[src/rtl/ddr_cmd_issuer_if.sv]
`default_nettype none
// ============================================================================
//  Module   : ddr_cmd_issuer_if
//  Brief    : Request handshake, stall and command-pulse bundle for the
//             DDR command issuer.
//  Revision : 1.0  initial release
// ============================================================================
interface ddr_cmd_issuer_if #(
    parameter int ROWW = 14
);
    logic            halt;
    logic            req_valid;
    logic            req_ready;
    logic            req_write;
    logic [ROWW-1:0] req_row;
    logic            ACT;
    logic            PR;
    logic            RD;
    logic            WR;
    logic            REF;
    logic [ROWW-1:0] row_out;
    logic            busy;

    // Requester / controller side
    modport master (
        output halt, req_valid, req_write, req_row,
        input  req_ready, ACT, PR, RD, WR, REF, row_out, busy
    );

    // Command issuer side
    modport slave (
        input  halt, req_valid, req_write, req_row,
        output req_ready, ACT, PR, RD, WR, REF, row_out, busy
    );
endinterface
`default_nettype wire

[src/rtl/ddr_cmd_issuer.sv]
`default_nettype none
// ============================================================================
//  Module   : ddr_cmd_issuer
//  Brief    : Single-bank open-page DDR command sequencer. Turns read/write
//             requests into ACT/PR/RD/WR pulses honouring tRCD, tRP, tRAS,
//             and inserts periodic REF with tRFC recovery.
//  Revision : 1.0  initial release
// ============================================================================
module ddr_cmd_issuer #(
    parameter int TRCD  = 4,
    parameter int TRP   = 3,
    parameter int TRAS  = 8,
    parameter int TRFC  = 10,
    parameter int TREFI = 200,
    parameter int ROWW  = 14
) (
    input  logic             clk,
    input  logic             rst,
    ddr_cmd_issuer_if.slave  bus
);

    localparam int c_wait_max0 = (TRP > TRCD) ? TRP : TRCD;
    localparam int c_wait_max  = (c_wait_max0 > TRFC) ? c_wait_max0 : TRFC;
    localparam int c_wait_w    = $clog2(c_wait_max + 1);
    localparam int c_ras_w     = $clog2(TRAS + 1);
    localparam int c_refi_w    = $clog2(TREFI + 1);

    // Last count value of each wait state (state lasts PARAM-1 cycles)
    localparam logic [c_wait_w-1:0] c_trp_last  = c_wait_w'(TRP - 2);
    localparam logic [c_wait_w-1:0] c_trcd_last = c_wait_w'(TRCD - 2);
    localparam logic [c_wait_w-1:0] c_trfc_last = c_wait_w'(TRFC - 2);
    localparam logic [c_ras_w-1:0]  c_ras_max   = c_ras_w'(TRAS);
    localparam logic [c_refi_w-1:0] c_refi_last = c_refi_w'(TREFI - 1);

    typedef enum logic [2:0] {
        IDLE     = 3'd0,
        PRE      = 3'd1,
        PRE_WAIT = 3'd2,
        ACTV     = 3'd3,
        ACT_WAIT = 3'd4,
        CMD      = 3'd5,
        REFR     = 3'd6,
        REF_WAIT = 3'd7
    } state_t;

    state_t             r_state;
    state_t             w_state_nxt;
    logic [c_wait_w-1:0] r_wait_cnt;
    logic [c_ras_w-1:0]  r_ras_cnt;
    logic [c_refi_w-1:0] r_refi_cnt;
    logic                r_ref_pend;
    logic                r_ref_path;
    logic                r_row_open;
    logic [ROWW-1:0]     r_open_row;
    logic                r_lat_write;
    logic [ROWW-1:0]     r_lat_row;

    logic w_act, w_pr, w_rd, w_wr, w_ref;
    logic w_accept, w_ref_start, w_in_wait, w_gate;

    // State register; halt freezes the sequence in place
    always_ff @(posedge clk) begin
        if (rst)
            r_state <= IDLE;
        else if (!bus.halt)
            r_state <= w_state_nxt;
    end

    // Next-state decode and raw command pulses for the current state
    always_comb begin
        w_state_nxt = r_state;
        w_act       = 1'b0;
        w_pr        = 1'b0;
        w_rd        = 1'b0;
        w_wr        = 1'b0;
        w_ref       = 1'b0;
        w_accept    = 1'b0;
        w_ref_start = 1'b0;
        case (r_state)
            IDLE: begin
                if (r_ref_pend) begin
                    // Refresh wins over any request; close the page first
                    w_ref_start = 1'b1;
                    w_state_nxt = r_row_open ? PRE : REFR;
                end else if (bus.req_valid) begin
                    w_accept = 1'b1;
                    if (r_row_open && (bus.req_row == r_open_row))
                        w_state_nxt = CMD;
                    else if (r_row_open)
                        w_state_nxt = PRE;
                    else
                        w_state_nxt = ACTV;
                end
            end
            PRE: begin
                if (r_ras_cnt == c_ras_max) begin
                    w_pr = 1'b1;
                    if (TRP > 1)
                        w_state_nxt = PRE_WAIT;
                    else
                        w_state_nxt = r_ref_path ? REFR : ACTV;
                end
            end
            PRE_WAIT: begin
                if (r_wait_cnt == c_trp_last)
                    w_state_nxt = r_ref_path ? REFR : ACTV;
            end
            ACTV: begin
                w_act       = 1'b1;
                w_state_nxt = (TRCD > 1) ? ACT_WAIT : CMD;
            end
            ACT_WAIT: begin
                if (r_wait_cnt == c_trcd_last)
                    w_state_nxt = CMD;
            end
            CMD: begin
                w_rd        = !r_lat_write;
                w_wr        = r_lat_write;
                w_state_nxt = IDLE;
            end
            REFR: begin
                w_ref       = 1'b1;
                w_state_nxt = (TRFC > 1) ? REF_WAIT : IDLE;
            end
            REF_WAIT: begin
                if (r_wait_cnt == c_trfc_last)
                    w_state_nxt = IDLE;
            end
            default: w_state_nxt = IDLE;
        endcase
    end

    assign w_in_wait = (r_state == PRE_WAIT) || (r_state == ACT_WAIT) ||
                       (r_state == REF_WAIT);

    // Request latch, page tracking, timing counters and refresh scheduling
    always_ff @(posedge clk) begin
        if (rst) begin
            r_lat_write <= 1'b0;
            r_lat_row   <= '0;
            r_ref_path  <= 1'b0;
            r_row_open  <= 1'b0;
            r_open_row  <= '0;
            r_ras_cnt   <= '0;
            r_wait_cnt  <= '0;
            r_refi_cnt  <= '0;
            r_ref_pend  <= 1'b0;
        end else if (!bus.halt) begin
            if (w_accept) begin
                r_lat_write <= bus.req_write;
                r_lat_row   <= bus.req_row;
            end

            if (w_ref_start)
                r_ref_path <= r_row_open;
            else if (r_state == REFR)
                r_ref_path <= 1'b0;

            // The ACT cycle itself counts, so the counter equals cycles since ACT
            if (r_state == ACTV) begin
                r_row_open <= 1'b1;
                r_open_row <= r_lat_row;
                r_ras_cnt  <= c_ras_w'(1);
            end else begin
                if (w_pr)
                    r_row_open <= 1'b0;
                if (r_ras_cnt != c_ras_max)
                    r_ras_cnt <= r_ras_cnt + 1'b1;
            end

            r_wait_cnt <= (w_in_wait && (w_state_nxt == r_state)) ?
                          r_wait_cnt + 1'b1 : '0;

            if (r_refi_cnt == c_refi_last)
                r_refi_cnt <= '0;
            else
                r_refi_cnt <= r_refi_cnt + 1'b1;

            // Clearing wins, so an expiry while pending never queues a second REF
            if (r_state == REFR)
                r_ref_pend <= 1'b0;
            else if (r_refi_cnt == c_refi_last)
                r_ref_pend <= 1'b1;
        end
    end

    assign w_gate = !rst && !bus.halt;

    assign bus.ACT       = w_act && w_gate;
    assign bus.PR        = w_pr  && w_gate;
    assign bus.RD        = w_rd  && w_gate;
    assign bus.WR        = w_wr  && w_gate;
    assign bus.REF       = w_ref && w_gate;
    assign bus.req_ready = w_gate && (r_state == IDLE) && !r_ref_pend;
    assign bus.busy      = !rst && (r_state != IDLE);
    assign bus.row_out   = rst ? '0 : ((r_state == ACTV) ? r_lat_row : r_open_row);

endmodule
`default_nettype wire
[src/flat_wrapper.sv]
// flat-port wrapper written by rule: the top's interface ports become plain ports
module ddr_cmd_issuer_flat 
#(
    parameter int TRCD  = 4,
    parameter int TRP   = 3,
    parameter int TRAS  = 8,
    parameter int TRFC  = 10,
    parameter int TREFI = 200,
    parameter int ROWW  = 14
)
  (clk, rst, bus_halt, bus_req_valid, bus_req_write, bus_req_row, bus_req_ready, bus_ACT, bus_PR, bus_RD, bus_WR, bus_REF, bus_row_out, bus_busy);
  ddr_cmd_issuer_if #(.ROWW(ROWW)) bus_i ();
  input  logic clk;
  input  logic rst;
  input wire logic [$bits(bus_i.halt)-1:0] bus_halt;
  input wire logic [$bits(bus_i.req_valid)-1:0] bus_req_valid;
  input wire logic [$bits(bus_i.req_write)-1:0] bus_req_write;
  input wire logic [$bits(bus_i.req_row)-1:0] bus_req_row;
  output wire logic [$bits(bus_i.req_ready)-1:0] bus_req_ready;
  output wire logic [$bits(bus_i.ACT)-1:0] bus_ACT;
  output wire logic [$bits(bus_i.PR)-1:0] bus_PR;
  output wire logic [$bits(bus_i.RD)-1:0] bus_RD;
  output wire logic [$bits(bus_i.WR)-1:0] bus_WR;
  output wire logic [$bits(bus_i.REF)-1:0] bus_REF;
  output wire logic [$bits(bus_i.row_out)-1:0] bus_row_out;
  output wire logic [$bits(bus_i.busy)-1:0] bus_busy;
  assign bus_i.halt = bus_halt;
  assign bus_i.req_valid = bus_req_valid;
  assign bus_i.req_write = bus_req_write;
  assign bus_i.req_row = bus_req_row;
  assign bus_req_ready = bus_i.req_ready;
  assign bus_ACT = bus_i.ACT;
  assign bus_PR = bus_i.PR;
  assign bus_RD = bus_i.RD;
  assign bus_WR = bus_i.WR;
  assign bus_REF = bus_i.REF;
  assign bus_row_out = bus_i.row_out;
  assign bus_busy = bus_i.busy;
  ddr_cmd_issuer #(.TRCD(TRCD), .TRP(TRP), .TRAS(TRAS), .TRFC(TRFC), .TREFI(TREFI), .ROWW(ROWW)) u_core (.clk(clk), .rst(rst), .bus(bus_i));
endmodule
[config.mk]
export PLATFORM = sky130hd
export DESIGN_NAME = ddr_cmd_issuer_flat
export DESIGN_NICKNAME = d
export VERILOG_FILES = /design/src/rtl/ddr_cmd_issuer_if.sv /design/src/rtl/ddr_cmd_issuer.sv /design/src/flat_wrapper.sv
export SDC_FILE = /design/constraint.sdc
export NUM_CORES = 1
export LEC_CHECK = 0
export BUFFER_PORTS_ARGS = -buffer_cell sky130_fd_sc_hd__buf_4
export CAP_MARGIN = 20
export CORE_ASPECT_RATIO = 2
export CORE_UTILIZATION = 30
export CTS_CLUSTER_DIAMETER = 150
export DETAILED_ROUTE_END_ITERATION = 12
export PLACE_DENSITY_LB_ADDON = 0.3
export SLEW_MARGIN = 25
export SYNTH_ARGS = -nofsm -noshare
export SYNTH_HDL_FRONTEND = slang
export SYNTH_SLANG_ARGS = --single-unit
[constraint.sdc]
create_clock -name clk -period 2.85 [get_ports clk]
set_input_delay 0.4275 -clock clk [delete_from_list [all_inputs] [get_ports clk]]
set_output_delay 0.4275 -clock clk [all_outputs]
set_load 0.05 [all_outputs]
==> results.py <==
metrics = {
    "place": {
        "dpl.hpwl_mm": 4.92,
        "io_buffers": 39,
        "finalWeightedCongestion": 0.842,
        "place_area_sq_um": 3070,
    },
    "floorplanning": {
        "die-width_microns": 69.2,
        "rows": 48,
        "io_pins": 40,
        "die_height_microns": 136,
        "start_util_pct": 31.1,
        "die_area_sq_um": 9430,
        "coreArea_sq_um": 8710,
    },
    "worst_setup_path": {
        "critPathBufInv": 1,
        "arrival_ns": 2.19,
        "cp_slowest_cell": "and3_1",
        "crit_chain": "and3_1 -> nand2_1 -> a21oi_1 -> buf_4",
        "cp-start-kind": "flip-flop",
        "reg2reg_from": "u_core.r_state[0]$_SDFFE_PP0N_",
        "path_delay_family": "simple AND/OR/NAND/NOR gates",
        "required_ns": 2.42,
        "crit_path_max_incr_delay_ns": 0.73,
        "endpoint_kind": "primary output",
        "worstSetupPathType": "flip-flop to primary output",
        "startpoint": "u_core.r_state[0]$_SDFFE_PP0N_",
        "crit_fanout": 20,
    },
    "power": {
        "power_density_nw_per_um2": 531,
        "p_seq_share_pct": 44.2,
        "internal-power_w": 0.00132,
        "power_switching_w": 0.000411,
        "p_sw_share_pct": 23.7,
        "power.leakage_nw": 1.27,
        "irDropWorstVdd_mv": 0.453,
        "clkPwrFrac_pct": 44.4,
        "comb_power_share_pct": 11.4,
    },
    "cells_and_area": {
        "final_common_cell": "nand2_1",
        "antennaDiodeCount": 0,
        "final_area_sq_um": 3260,
        "layout_common_cells": "nand2_1, dfxtp_1, buf_4",
        "drive_gt1_share_pct": 16.2,
        "fillers": 900,
        "nets": 401,
        "syn2layout_area_growth_pct": 20.4,
    },
    "sta": {
        "clock.fmax_mhz": 381,
        "finalSetupTns_ns": 0,
        "slew_headroom_pct": 50.8,
        "fin_crit_sh_pct": 92.0,
        "setup_violations": 0,
        "tightest_slew_ns": 0.739,
        "fin_skew_ns": 0.00249,
        "hold_viol_final": 0,
        "finalCriticalPeriod_ns": 2.62,
        "rsz0062_at_grt": "no",
        "maxSlewViolCount": 0,
    },
    "synthesis": {
        "yosysSeqAreaShare_pct": 37.7,
        "synth_nets": 373,
        "syn-cell-area_sq_um": 2710,
        "avgSynthCellArea_sq_um": 7.80,
        "ys_warn_count": 0,
        "yosysUniqueCellTypes": 51,
        "synth_cells": 347,
        "synth_edf_count": 0,
        "ys_async_sr_fraction_pct": 0,
        "ys.flop_type": "dfxtp_1",
        "ys_ff_latch": 51,
    },
    "clock_tree": {
        "cts_made_buffers": 5,
        "clockBufferDepth": 2,
        "htreeDepth": 2,
        "cts_setup_buffers": 0,
        "cts.sinks": 51,
        "ctsResizeCount": 0,
        "clk_latency_ns": 0.29,
        "ctsHoldBuffers": 0,
        "cts_tree": "done",
        "cts_root_buf": "clkbuf_16",
        "clk_pin_slew_worst_paths_ns": 0.07,
    },
    "hold_path": {
        "hp-class": "primary input to flip-flop",
        "hp-start": "bus_req_write",
    },
    "drt": {
        "ant_nets": 0,
        "drt-vias-per-instance": 5.19,
        "routedWlPerCell_microns": 14.6,
        "drc": 0,
        "vias": 2470,
        "firstDrtPassIters": 4,
        "drt-total-wl_mm": 6.95,
        "dr.first_iter.drc_count": 103,
    },
    "global_routing": {
        "grt-ovfl-total": 0,
        "grt_usage_pct": 15.4,
        "grt_max_degree": 69,
        "grt_first_pass_wirelength_mm": 11.6,
        "grt_pass1_vias": 2401,
        "antenna_found_initial": 0,
    },
    "status": {
        "status": "completed",
    },
    "flow_run": {
        "drv_cap": 0,
    },
}
==> per-stage QoR <==
stage                     utilization (%)  hold slack, ns  worst slack [ns]  total power, W  std cells
after floorplan                         -           0.445            0.0377        0.000915        347
after global placement               35.2           0.455             0.554        0.000976        468
after detailed placement             35.2           0.462             0.547        0.000979        468
after CTS                            37.4           0.379             0.221         0.00175        476
after global routing                 37.4           0.381           0.00539         0.00180        476
final                                37.4           0.380             0.228         0.00173        476
==> worst register-to-register path: stages, from the launching register on <==
cell and delay, ns:
dfxtp_1 0.64, and3_1 0.73, nor2_1 0.16, o21a_1 0.21, a211oi_1 0.21
==> metal layers <==
| layer | GRT usage [%] | vias to the layer above | part of all wire (%) | routed length (microns) |
|---|---|---|---|---|
| met5 | 0 | - | 0 | 0 |
| met4 | 6.35 | 0 | 2.0 | 140 |
| met3 | 2.08 | 9 | 3.0 | 208 |
| met2 | 29.6 | 48 | 56 | 3880 |
| met1 | 16.4 | 1174 | 39 | 2720 |
| li1 | - | 1239 | - | - |
==> state kept, by name (all words and copies together), names as in the netlist <==
name and count:
u_core.r_open_row 14, u_core.r_lat_row 14, u_core.r_ref_pend 1, u_core.r_ref_path 1, u_core.r_wait_cnt 4, u_core.r_ras_cnt 4
u_core.r_row_open 1, u_core.r_refi_cnt 8, u_core.r_lat_write 1, u_core.r_state 3
==> logic make-up (layout without fill, tap and decap cells) <==
| group | after synthesis | count (layout) | synth area share (%) |
|---|---|---|---|
| simple gates | 160 | 160 | 28.0 |
| compound gates | 64 | 64 | 14.1 |
| flops | 51 | 51 | 37.7 |
| buf+inv | 28 | 57 | 4.21 |
| xor+xnor | 20 | 20 | 6.47 |
| mux | 17 | 17 | 6.29 |
| fa+ha+maj | 7 | 7 | 3.24 |
==> area by class of cell <==
| type | instances | area (sq um) | share of cell area, % |
|---|---|---|---|
| inverter | 6 | 22.5 | 0.691 |
| multi-input combinational | 268 | 1580 | 48.4 |
| timing repair buffer | 43 | 323 | 9.91 |
| sequential | 51 | 1020 | 31.3 |
| clock buffer | 6 | 129 | 3.96 |
| clock inverter | 2 | 60.1 | 1.84 |
| tap | 100 | 125 | 3.84 |
==> synth_stat cells, types with 2 or more instances <==
| library cell | number | share of area (%) |
|---|---|---|
| a21oi_1 | 41 | 7.6 |
| a22oi_1 | 2 | 0.55 |
| a31oi_1 | 2 | 0.46 |
| and3_1 | 4 | 0.92 |
| buf_1 | 5 | 0.69 |
| buf_2 | 4 | 0.74 |
| clkbuf_1 | 12 | 1.7 |
| dfxtp_1 | 51 | 38 |
| ha_1 | 7 | 3.2 |
| inv_1 | 4 | 0.55 |
| inv_2 | 2 | 0.28 |
| mux2i_1 | 17 | 6.3 |
| nand2_1 | 77 | 11 |
| nand3_1 | 12 | 2.2 |
| nand3b_1 | 3 | 0.83 |
| nand4_1 | 2 | 0.46 |
| nor2_1 | 32 | 4.4 |
| nor2b_1 | 4 | 0.92 |
| nor3_1 | 7 | 1.3 |
| nor3_2 | 2 | 0.74 |
| nor4_1 | 2 | 0.46 |
| nor4b_1 | 2 | 0.65 |
| o21ai_0 | 4 | 0.74 |
| o21ai_1 | 3 | 0.55 |
| or4_1 | 2 | 0.55 |
| xnor2_1 | 13 | 4.2 |
| xor2_1 | 7 | 2.3 |
==> path summary, 6_finish.rpt <==
path	endpoint	slack [ns]	cells after the start
setup / recovery	bus_row_out[3]	0.23	4
setup reg to reg	u_core.r_ras_cnt[0]$_SDFFE_PP0P_	0.81	4
hold reg to reg	u_core.r_open_row[5]$_SDFFE_PP0N_	0.47	2
hold / removal	u_core.r_lat_write$_SDFFE_PP0P_	0.38	3
==> power by group through the flow <==
stage	Sequential, W	Combinational, W	Clock (W)
3_3_place_gp	0.000780	0.000196	0
5_1_grt	0.000768	0.000217	0.000815
2_1_floorplan	0.000766	0.000149	0
6_report	0.000765	0.000197	0.000769
3_5_place_dp	0.000781	0.000198	0
4_1_cts	0.000764	0.000199	0.000791
Note: power is estimated with default switching activity, not from simulation.
